$ cat config.mk
export PLATFORM = sky130hd
export DESIGN_NAME = bin2bcd_seq
export DESIGN_NICKNAME = d
export VERILOG_FILES = /design/src/rtl/bin2bcd_seq.sv
export SDC_FILE = /design/constraint.sdc
export NUM_CORES = 1
export LEC_CHECK = 0
export ABC_AREA = 1
export BUFFER_PORTS_ARGS = -buffer_cell sky130_fd_sc_hd__clkbuf_2
export CAP_MARGIN = 20
export CELL_PAD_IN_SITES_DETAIL_PLACEMENT = 0
export CELL_PAD_IN_SITES_GLOBAL_PLACEMENT = 2
export CORE_MARGIN = 2
export CORE_UTILIZATION = 34
export DETAILED_ROUTE_END_ITERATION = 16
export PLACE_DENSITY_LB_ADDON = 0.1
export SLEW_MARGIN = 20
export SYNTH_ARGS = -nofsm -noshare
export SYNTH_HDL_FRONTEND = slang
export SYNTH_SLANG_ARGS = --single-unit
$ cat constraint.sdc
create_clock -name clk -period 3.85 [get_ports clk]
set_clock_uncertainty 0.05 [all_clocks]
set_input_delay 0.77 -clock clk [delete_from_list [all_inputs] [get_ports clk]]
set_output_delay 0.77 -clock clk [all_outputs]
set_load 0.005 [all_outputs]
$ cat src/rtl/bin2bcd_seq.sv
// rtl/bin2bcd_seq.sv - sequential double-dabble binary to packed BCD converter
module bin2bcd_seq #(
  parameter int IN_WIDTH = 32,
  parameter int DIGITS   = 8
) (
  input  logic                  clk,
  input  logic                  reset,
  input  logic                  start,
  input  logic [IN_WIDTH-1:0]   bin_in,
  output logic                  busy,
  output logic                  done,
  output logic [4*DIGITS-1:0]   bcd_out,
  output logic                  overflow
);

  localparam int BW = 4 * DIGITS;
  localparam int CW = $clog2(IN_WIDTH + 1);
  // Wide enough to hold both the input and the largest representable decimal value
  localparam int XW = (IN_WIDTH > 64) ? IN_WIDTH : 64;

  function automatic logic [XW-1:0] max_decimal(input int n);
    logic [XW-1:0] p;
    p = XW'(1);
    for (int i = 0; i < n; i++) begin
      p = p * XW'(10);
    end
    return p - XW'(1);
  endfunction

  localparam logic [XW-1:0] MAX_DEC = max_decimal(DIGITS);

  typedef enum logic {IDLE, SHIFT} state_t;

  state_t              state;
  logic [IN_WIDTH-1:0] bin_r;
  logic [IN_WIDTH-1:0] bin_nxt;
  logic [BW-1:0]       bcd_r;
  logic [BW-1:0]       bcd_adj;
  logic [BW-1:0]       bcd_nxt;
  logic [CW-1:0]       cnt;
  logic                ovf_r;
  logic                in_ovf;

  // One double-dabble step: add 3 to nibbles >= 5, then shift {bcd, bin} left
  always_comb begin
    bcd_adj = bcd_r;
    for (int i = 0; i < DIGITS; i++) begin
      if (bcd_r[4*i +: 4] >= 4'd5) begin
        bcd_adj[4*i +: 4] = bcd_r[4*i +: 4] + 4'd3;
      end
    end
    {bcd_nxt, bin_nxt} = {bcd_adj[BW-2:0], bin_r, 1'b0};
  end

  // Range check on the raw input, latched when a conversion is accepted
  always_comb begin
    in_ovf = XW'(bin_in) > MAX_DEC;
  end

  // Control FSM plus working and result registers
  always_ff @(posedge clk) begin
    if (reset) begin
      state    <= IDLE;
      bin_r    <= '0;
      bcd_r    <= '0;
      cnt      <= '0;
      ovf_r    <= 1'b0;
      busy     <= 1'b0;
      done     <= 1'b0;
      bcd_out  <= '0;
      overflow <= 1'b0;
    end else begin
      done <= 1'b0;
      case (state)
        IDLE: begin
          if (start) begin
            bin_r <= bin_in;
            bcd_r <= '0;
            cnt   <= '0;
            ovf_r <= in_ovf;
            busy  <= 1'b1;
            state <= SHIFT;
          end
        end
        SHIFT: begin
          bin_r <= bin_nxt;
          bcd_r <= bcd_nxt;
          cnt   <= cnt + 1'b1;
          if (cnt == CW'(IN_WIDTH - 1)) begin
            bcd_out  <= ovf_r ? {DIGITS{4'h9}} : bcd_nxt;
            overflow <= ovf_r;
            done     <= 1'b1;
            busy     <= 1'b0;
            state    <= IDLE;
          end
        end
      endcase
    end
  end

endmodule

==> summary.txt <==
Floorplanning
  • I/O pin count: 70
  • Starting Density: between 30% and 40%
  • Core box area: between 10000 and 15000 sq um
  • Std-Cell Rows: 44
  • Die Width: ~130 um
  • Chip height: 126 um
  • Die area: approximately 16000 sq um

Critical path
  • Most frequent CP cell: nor2_1
  • Worst Path Required: approximately 4 ns
  • Slowest library cell on the worst path: dfxtp_2
  • Max FO, Critical Path: 27
  • Crit-path max cell delay: about 0.72 ns
  • Crit end category: flop
  • Worst-path cell chain: nand3_2 > nor2_4 > nand3_4 > nor2_8 > inv_2 > nor2_1 > nor2_1
  • WS Path Type: flop to flop
  • Crit path from: state
  • Startpoint Class: flop
  • Cell family with most CP delay: simple AND/OR/NAND/NOR gates
  • Worst Path Buf+Inv: 1
  • Reg-to-Reg Start: state
  • CP arrival: between 2 and 3 ns

Drt
  • Post-Route WL: around 13 mm
  • Iter 0 DRT Violations: 215
  • Via density: ~4.8
  • Routed Antenna Nets: 0
  • Iteration count of the initial detailed-routing pass: 4
  • Vias: ~4600
  • Routed WL per cell: between 10 and 15 um
  • DRC violations left: 0

Yosys
  • Synth Area per Inst: 7.04 sq um
  • Net count after synthesis: 769
  • EDFF count, synth: 0
  • Count leader, synth: nand2_1
  • Top cell type's share of synthesized area: between 40% and 50%
  • Ys async rst share: 0%
  • Top cells by area, synth: dfxtp_1, nand2_1, inv_1, nor2_1, a21oi_1
  • Synth Instances: 717
  • Post-synth top area cell: dfxtp_1
  • Most common library cells after synthesis: nand2_1, dfxtp_1, inv_1
  • Synth unique cells: 33
  • Ys flop type: dfxtp_1
  • Yosys reg bits: ~110
  • Yosys warnings: 0
  • Post-synthesis sequential area ratio: 42.4%
  • Cell Area, Synth: about 5000 sq um

CTS
  • Num Clock Sinks: roughly 110
  • H-tree depth: 3
  • Post-CTS Hold Fix Bufs: 0
  • Latest clock arrival within the worst-skew pair: around 0.36 ns
  • Clock transition at the registers of the reported paths: 0.07 ns
  • CTS tree: done
  • Num CTS Buffers: 9
  • Postcts setup bufs: 0
  • Post-CTS Resized: 0
  • CTS max path bufs: 2
  • Root Driver: clkbuf_16

Cells and area
  • Util after Layout: 40.0%
  • Fillers: ~1600
  • Diodes inserted: 0
  • Fraction of layout instances using a drive strength above 1: around 14%
  • P&R area growth vs syn: 15.2%
  • Nets@finish: around 820

Run status
  • Status: finished clean

Timing
  • Final Hold Fails: 0
  • Slew at the pin closest to its max-slew limit: 0.617 ns
  • Total negative slack: 0 ns
  • Crit share post-route: around 60%
  • Slew headroom: around 60%
  • Slew Limit Fails: 0
  • Unrepaired setup endpoints after global routing: false
  • Post-route setup slack: around 1.5 ns
  • Endpoints failing setup: 0
  • Max Freq: about 0.43 GHz
  • Min cycle time layout: approximately 2.3 ns

Global routing
  • GRT Overall Usage: 16.4%
  • First-pass GRT wire length: 21.2 mm
  • Initial antenna violation count: 0
  • Number of global-route vias before repair: 4382
  • Total gr overflow: 0
  • Largest net degree at the start of global routing: between 40 and 50

Placed design
  • Port buffer count: 69
  • Routability Congestion: about 0.74
  • Hpwl dp: just under 9 mm
  • Dpl ws: roughly 1.5 ns

Flow run
  • Maxcap violations: 0

Power
  • Lkg Pwr: 2.75 nW
  • Max IR drop VDD: slightly below 0.2 mV
  • PwrDens: around 390 nW/um^2

Hold path
  • HP Start: bcd_out[13]
  • HP Class: flop to flop
==> through the flow <==
| step | power, mW | hold slack [ns] | instance area [sq um] | std cells |
|---|---|---|---|---|
| 5_1_grt | 2.36 | 0.445 | 5820 | 961 |
| 2_1_floorplan | 1.27 | 0.393 | 5050 | 717 |
| 3_3_place_gp | 1.33 | 0.400 | 5510 | 945 |
| 6_report | 2.25 | 0.420 | 5820 | 961 |
| 3_5_place_dp | 1.33 | 0.411 | 5510 | 945 |
| 4_1_cts | 2.29 | 0.423 | 5820 | 961 |
==> worst paths after layout <==
path            endpoint  slack [ns]  depth (start not counted)
min reg2reg  bcd_out[13]        0.42                          2
min          bcd_out[13]        0.42                          2
max          bcd_out[23]        1.53                          7
max reg2reg  bcd_out[23]        1.53                          7
==> cells by family after synthesis <==
| kind of cell | count (synthesis) | synth area share (%) |
|---|---|---|
| and+or+nand+nor | 330 | 27.1 |
| xor gates and xnor gates | 4 | 0.694 |
| buffers and inverters | 122 | 10.2 |
| AOI/OAI and AO/OA | 137 | 15.3 |
| DFF | 107 | 42.4 |
| adders and majority gates | 17 | 4.21 |
==> worst min-delay path, delay by kind of cell (launching register included) <==
kind / cells / cell delay, ns
AND/OR/NAND/NOR: 1 / 0.06
AO/OA/AOI/OAI: 1 / 0.05
flip-flops: 1 / 0.31
==> placed cells by master, fill, tap and decap left out, drive strengths merged, types with 5 or more instances in the layout <==
master	netlist	final
buf	23	6
clkinv	1	5
nor2	66	66
o32ai	7	7
dfxtp	107	107
o21ai	57	57
nand2	208	208
inv	90	90
o22ai	6	6
a21oi	47	47
a22oi	16	16
nand3	47	47
ha	17	17
clkbuf	8	79
==> layout make-up <==
class / instances / area [sq um] / area share, %
clock inverters: 6 / 65.1 / 1.12
inverters: 91 / 347 / 5.96
well taps: 184 / 230 / 3.96
repair buffers: 75 / 403 / 6.93
multi-input cells: 488 / 2390 / 41.1
clock buffers: 10 / 239 / 4.11
flip-flops and latches: 107 / 2140 / 36.8
==> power breakdown <==
| group | internal [mW] | switching, mW | total [mW] |
|---|---|---|---|
| logic | 0.0502 | 0.101 | 0.151 |
| clock network | 0.522 | 0.424 | 0.947 |
| registers | 1.13 | 0.0209 | 1.15 |
| total | 1.70 | 0.546 | 2.25 |
==> state kept, by name, indices dropped and copies added, names as in the netlist <==
signal	count
busy	1
cnt	6
bcd_out	32
done	1
bcd_r	32
ovf_r	1
state	1
overflow	1
bin_r	32
==> metal layers <==
layer  track usage (%)  routed length, um  up-vias
met5                 0                  0        -
met2              27.7               5910       68
met3              3.99                439       12
met1              21.2               6160     2088
met4              4.07                133        0
li1                  -                  -     2405
Power figures use the tool's default switching activity.
